$ cat src/rtl/tag_mem_arbiter.sv
// tag_mem_arbiter
//   Round-robin arbiter that funnels NREQ requesters onto a single memory
//   request port. Reads are single beats and are tracked by an outstanding
//   counter; writes are BEATS-long bursts that lock the port to their owner
//   until the last beat is accepted.
//
// Ports
//   clk_i, rst_i          clock, synchronous active-high reset
//   req_valid_i/ready_o   per-requester beat handshake
//   req_write_i           per-requester 1 = write burst, 0 = read
//   req_addr_i/wdata_i    packed per-requester address / beat data (slice i = requester i)
//   mem_req_*             muxed request to memory; mem_req_id_o names the granted requester
//   mem_resp_valid_i/id_i read response from memory
//   resp_valid_o          one-hot decode of the response owner (combinational)
module tag_mem_arbiter #(
  parameter int NREQ      = 2,
  parameter int ADDR_W    = 32,
  parameter int DATA_W    = 64,
  parameter int BEATS     = 4,
  parameter int MAX_OUTST = 4,
  localparam int IDW      = (NREQ > 1) ? $clog2(NREQ) : 1
) (
  input  logic                   clk_i,
  input  logic                   rst_i,
  input  logic [NREQ-1:0]        req_valid_i,
  output logic [NREQ-1:0]        req_ready_o,
  input  logic [NREQ-1:0]        req_write_i,
  input  logic [NREQ*ADDR_W-1:0] req_addr_i,
  input  logic [NREQ*DATA_W-1:0] req_wdata_i,
  output logic                   mem_req_valid_o,
  input  logic                   mem_req_ready_i,
  output logic                   mem_req_write_o,
  output logic [ADDR_W-1:0]      mem_req_addr_o,
  output logic [DATA_W-1:0]      mem_req_wdata_o,
  output logic [IDW-1:0]         mem_req_id_o,
  input  logic                   mem_resp_valid_i,
  input  logic [IDW-1:0]         mem_resp_id_i,
  output logic [NREQ-1:0]        resp_valid_o
);

  localparam int BW = (BEATS > 1) ? $clog2(BEATS) : 1;
  localparam int OW = $clog2(MAX_OUTST + 1);
  localparam logic [BW-1:0] BEAT_LAST = BW'(BEATS - 1);
  localparam logic [OW-1:0] OUTST_MAX = OW'(MAX_OUTST);

  typedef enum logic {
    ST_IDLE  = 1'b0,
    ST_BURST = 1'b1
  } state_e;

  state_e            state_q, state_d;
  logic [1:0]        ptr_q, ptr_d;
  logic [BW-1:0]     beat_q, beat_d;
  logic [IDW-1:0]    owner_q, owner_d;
  logic [ADDR_W-1:0] addr_q, addr_d;
  logic [OW-1:0]     outst_q, outst_d;

  logic [ADDR_W-1:0] addr_arr_s [NREQ];
  logic [DATA_W-1:0] data_arr_s [NREQ];
  logic [NREQ-1:0]   elig_s;
  logic              found_s;
  logic [IDW-1:0]    win_s;
  logic [IDW-1:0]    sel_s;
  logic              rd_acc_s;

  // Priority pointer always advances to the requester after the one just served.
  function automatic logic [1:0] ptr_after(input logic [IDW-1:0] w);
    return 2'((int'(w) + 1) % NREQ);
  endfunction

  for (genvar g = 0; g < NREQ; g++) begin : g_unpack
    assign addr_arr_s[g] = req_addr_i[g*ADDR_W +: ADDR_W];
    assign data_arr_s[g] = req_wdata_i[g*DATA_W +: DATA_W];
  end

  // Eligibility: reads are held back once the outstanding window is full.
  always_comb begin
    elig_s = '0;
    for (int i = 0; i < NREQ; i++) begin
      elig_s[i] = req_valid_i[i] & (req_write_i[i] | (outst_q < OUTST_MAX));
    end
  end

  // Round-robin search starting at ptr with wrap-around; first hit wins.
  always_comb begin
    found_s = 1'b0;
    win_s   = '0;
    for (int k = 0; k < NREQ; k++) begin
      if (!found_s && elig_s[IDW'((int'(ptr_q) + k) % NREQ)]) begin
        found_s = 1'b1;
        win_s   = IDW'((int'(ptr_q) + k) % NREQ);
      end else begin
        found_s = found_s;
      end
    end
  end

  // Next-state, grant mux and handshake outputs.
  always_comb begin
    state_d         = state_q;
    ptr_d           = ptr_q;
    beat_d          = beat_q;
    owner_d         = owner_q;
    addr_d          = addr_q;
    sel_s           = win_s;
    rd_acc_s        = 1'b0;
    req_ready_o     = '0;
    mem_req_valid_o = 1'b0;
    mem_req_write_o = 1'b0;
    mem_req_addr_o  = addr_arr_s[win_s];

    case (state_q)
      ST_IDLE: begin
        sel_s           = win_s;
        mem_req_valid_o = found_s;
        mem_req_write_o = req_write_i[win_s];
        mem_req_addr_o  = addr_arr_s[win_s];
        if (found_s) begin
          req_ready_o[win_s] = mem_req_ready_i;
        end else begin
          req_ready_o = '0;
        end
        if (found_s && mem_req_ready_i) begin
          if (!req_write_i[win_s]) begin
            rd_acc_s = 1'b1;
            ptr_d    = ptr_after(win_s);
          end else if (BEATS == 1) begin
            // A one-beat burst completes on its first accept.
            ptr_d = ptr_after(win_s);
          end else begin
            state_d = ST_BURST;
            owner_d = win_s;
            beat_d  = BW'(1);
            addr_d  = addr_arr_s[win_s];
          end
        end else begin
          state_d = ST_IDLE;
        end
      end
      ST_BURST: begin
        // Locked to the owner; the address is the one captured on beat 0.
        sel_s                = owner_q;
        mem_req_valid_o      = req_valid_i[owner_q];
        mem_req_write_o      = 1'b1;
        mem_req_addr_o       = addr_q;
        req_ready_o[owner_q] = mem_req_ready_i;
        if (req_valid_i[owner_q] && mem_req_ready_i) begin
          if (beat_q == BEAT_LAST) begin
            state_d = ST_IDLE;
            beat_d  = '0;
            ptr_d   = ptr_after(owner_q);
          end else begin
            beat_d = beat_q + BW'(1);
          end
        end else begin
          beat_d = beat_q;
        end
      end
      default: begin
        state_d = ST_IDLE;
      end
    endcase

    mem_req_wdata_o = data_arr_s[sel_s];
    mem_req_id_o    = sel_s;
  end

  // Outstanding-read counter: simultaneous issue and response cancel; a
  // response with nothing outstanding is dropped rather than underflowing.
  always_comb begin
    if (rd_acc_s && mem_resp_valid_i) begin
      outst_d = outst_q;
    end else if (rd_acc_s) begin
      outst_d = outst_q + OW'(1);
    end else if (mem_resp_valid_i && (outst_q != '0)) begin
      outst_d = outst_q - OW'(1);
    end else begin
      outst_d = outst_q;
    end
  end

  // Response owner decode.
  always_comb begin
    resp_valid_o = '0;
    for (int i = 0; i < NREQ; i++) begin
      if (mem_resp_valid_i && (mem_resp_id_i == IDW'(i))) begin
        resp_valid_o[i] = 1'b1;
      end else begin
        resp_valid_o[i] = 1'b0;
      end
    end
  end

  // State registers with synchronous reset; reset abandons any open burst.
  always_ff @(posedge clk_i) begin
    if (rst_i) begin
      state_q <= ST_IDLE;
      ptr_q   <= 2'd0;
      beat_q  <= '0;
      owner_q <= '0;
      addr_q  <= '0;
      outst_q <= '0;
    end else begin
      state_q <= state_d;
      ptr_q   <= ptr_d;
      beat_q  <= beat_d;
      owner_q <= owner_d;
      addr_q  <= addr_d;
      outst_q <= outst_d;
    end
  end

endmodule
$ cat config.mk
export PLATFORM = sky130hd
export DESIGN_NAME = tag_mem_arbiter
export DESIGN_NICKNAME = d
export VERILOG_FILES = /design/src/rtl/tag_mem_arbiter.sv
export SDC_FILE = /design/constraint.sdc
export NUM_CORES = 1
export LEC_CHECK = 0
export CORE_AREA = 2 2 117 119
export CTS_CLUSTER_DIAMETER = 150
export CTS_CLUSTER_SIZE = 10
export DETAILED_ROUTE_END_ITERATION = 8
export DIE_AREA = 0 0 119 121
export GPL_ROUTABILITY_DRIVEN = 0
export PLACE_DENSITY = 0.68
export SYNTH_ARGS = -nofsm -noshare
export SYNTH_HDL_FRONTEND = slang
export SYNTH_SLANG_ARGS = --single-unit
$ cat constraint.sdc
create_clock -name clk_i -period 4.8 [get_ports clk_i]
set_clock_uncertainty 0.15 [all_clocks]
set_input_delay 0.96 -clock clk_i [delete_from_list [all_inputs] [get_ports clk_i]]
set_output_delay 0.96 -clock clk_i [all_outputs]
set_load 0.01 [all_outputs]
==> reports/metrics.yaml <==
worst_setup_path:
  worst_setup_path_end_kind: "output pin"
  critical_path.max_fanout: 38
  worstReg2RegEnd: "outst_q[2]$_SDFFE_PP0P_"
  start_kind: "input port"
  crit_slowest_cell: "clkdlybuf4s50_1"
  cp.required_ns: 3.69
  path_cells: "clkdlybuf4s50_1 -> nand2b_4 -> nor2b_4 -> mux2_4 -> buf_12 -> mux2_2 -> clkdlybuf4s50_1"
  r2r_setup_slack_ns: 2.19
  cpPeakStageDelay_ns: 0.55
  cp_common_cell: "clkdlybuf4s50_1"
  cp_num_buf_inv: 3
  r2r_start: "outst_q[2]$_SDFFE_PP0P_"
  critPathKind: "in2out"
  cp-startpoint: "req_write_i[0]"
  r2r_cells: 7
  arrival_ns: 3.28
  critPathTopFamily: "buffers and inverters"
layout:
  mostFrequentLayoutCell: "clkdlybuf4s50_1"
  final_cell_mix: "clkdlybuf4s50_1, mux2_2, dfxtp_1, nand2_1"
  drive_above_1_share_pct: 24.6
  final_nets: 843
  final_util_pct: 50.6
  final_cell_count_no_fill: 819
  fillers: 1179
  syn2layout_area_growth_pct: 103
synth:
  yosysSeqAreaShare_pct: 24.5
  avgSynthCellArea_um2: 9.33
  synth_warnings: 0
  synth_nets: 553
  syn_area_um2: 3270
  yosysUniqueCellTypes: 33
  ys_ff_latch: 40
  synthCells: 350
hold_path:
  hp-start: "addr_q[0]$_SDFFE_PP0P_"
  min_to: "addr_q[0]$_SDFFE_PP0P_"
  min_path_cells: 2
  min_path_type: "reg2reg"
timing:
  fmax_ghz: 0.228
  hold_viol: 0
  tightestPinTransition_ns: 0.809
  min_period_over_period_pct: 91.4
  maxSlewHeadroom_pct: 46.0
  fin_tns_setup_ns: 0
  finalWorstSetupSlack_ns: 0.411
  setup_viol: 0
  slew_viol_final: 0
  rsz0062_at_grt: "false"
  min_period_ns: 4.39
die:
  dieArea_um2: 14400
  fp-row-count: 42
  start_util_pct: 25.0
  core_um2: 13100
  pin_count: 304
  die_height_um: 121
  die_w_um: 119
cts:
  holdBufCountCts: 0
  insertion_delay_ns: 0.28
  htreeDepth: 2
  clock_sinks: 40
  post-cts-setup-buffer-count: 0
  cts_resized: 0
  cts_tree: "built"
  cts-root-buf: "clkbuf_16"
  clockBufferDepth: 2
  clkTransAtPathRegs_ns: 0.06
  numCtsBuffers: 5
detailed_routing:
  routed_wl_mm: 16.5
  drc: 0
  firstDrtPassIters: 4
  num_vias: 3865
  drt-initial-drc-count: 129
  wl_per_cell_um: 20.2
  drtAntennaViolNets: 0
  viasPerCell: 4.72
placed_design:
  io_buffers: 303
  place_ws_ns: 0.410
  place_inst: 809
  dp_hpwl_mm: 13.7
grt:
  grt-ovfl-total: 0
  antenna_found_initial: 3
  gr-usage-all-layers_pct: 21.7
  grt_pass1_vias: 3875
  grt_pass1_wl_mm: 23.6
  grt_max_degree: 44
power:
  report.power.total_mw: 1.41
  p_sw_share_pct: 28.1
  peakVddDrop_v: 0.000133
  p_leak_nw: 2.37
  p_int_mw: 1.01
  powerDensity_nw_per_um2: 212
  p_seq_share_pct: 27.3
  power_frac_comb_pct: 45.8
  switching_power_uw: 395
  clockPowerShare_pct: 26.9
outcome:
  outcome: "complete, no violations"
job:
  drv_cap: 0
-- cells in the mapped netlist (all sizes together) --
cell,n,area share (%)
nor2,6,0.69
o22ai,2,0.80
fa,1,0.61
o211ai,2,0.46
a21oi,35,5.4
a22o,1,0.27
nor2b,5,1.0
nand4,1,0.19
ha,1,0.38
o32ai,1,0.27
or3,1,0.19
nand2b,4,1.2
mux2,134,46
buf,16,3.6
xnor2,1,0.27
a21boi,1,0.23
clkbuf,13,1.5
a32oi,1,0.27
and2,2,0.38
o22a,1,0.27
dfxtp,40,25
o31ai,1,0.23
inv,3,0.34
and3b,1,0.27
o21ai,35,5.4
nand2,37,4.3
nand3,4,0.61
-- registers in the layout, summed over array words and instances (netlist names) --
name / count
outst_q: 3
state_q: 1
ptr_q: 1
beat_q: 2
addr_q: 32
owner_q: 1
-- power by group through the flow --
stage | registers (mW) | clock network (mW) | logic [mW]
detailed placement | 0.391 | 0 | 0.642
global route | 0.388 | 0.402 | 0.687
floorplan | 0.383 | 0 | 0.281
global placement | 0.389 | 0 | 0.635
CTS | 0.383 | 0.388 | 0.647
finish | 0.383 | 0.378 | 0.644
-- through the flow --
stage / instance area, um^2 / hold slack, ns
global route: 6620 / 0.340
CTS: 6620 / 0.327
detailed placement: 6450 / 0.317
floorplan: 3270 / 0.290
global placement: 6450 / 0.302
finish: 6620 / 0.325
-- worst register-to-register path, cell delays in order (launching register included) --
cell and delay [ns]:
dfxtp_1 0.44, and3b_1 0.25, o22ai_4 0.17, buf_4 0.41
nand2b_4 0.13, fa_1 0.40, o211ai_1 0.21, mux2_2 0.35
-- final cells by class --
| cell class | count | area (um^2) | share of cell area, % |
|---|---|---|---|
| Antenna cell | 2 | 5.00 | 0.0756 |
| Timing Repair Buffer | 312 | 3120 | 47.1 |
| Sequential cell | 40 | 801 | 12.1 |
| Inverter | 3 | 11.3 | 0.170 |
| Multi-Input combinational cell | 278 | 2300 | 34.7 |
| Tap cell | 176 | 220 | 3.33 |
| Clock buffer | 6 | 129 | 1.95 |
| Clock inverter | 2 | 35.0 | 0.529 |
-- kinds of logic after synthesis --
kind of cell	share of synthesized area, %
AO/OA/AOI/OAI	13.5
XOR/XNOR	0.268
adder cells (fa/ha/maj)	0.996
buffers and inverters	5.44
flip-flops	24.5
multiplexers	46.4
AND/OR/NAND/NOR	8.85
-- layer usage --
| metal | routed length [um] | track usage [%] |
|---|---|---|
| met1 | 6950 | 27.4 |
| met2 | 7940 | 36.8 |
| met3 | 1290 | 5.83 |
| met4 | 327 | 5.13 |
| met5 | 13 | 0 |
-- how the worst max path moves through the flow --
stage | end | slack (ns) | cells after the start
CTS | mem_req_addr_o[0] | 0.39 | 7
floorplan | mem_req_addr_o[10] | 1.51 | 6
global route | mem_req_addr_o[0] | 0.33 | 7
global placement | mem_req_addr_o[0] | 0.44 | 7
detailed placement | mem_req_addr_o[0] | 0.41 | 7
finish | mem_req_wdata_o[58] | 0.41 | 7
(Power assumes the default switching activity.)
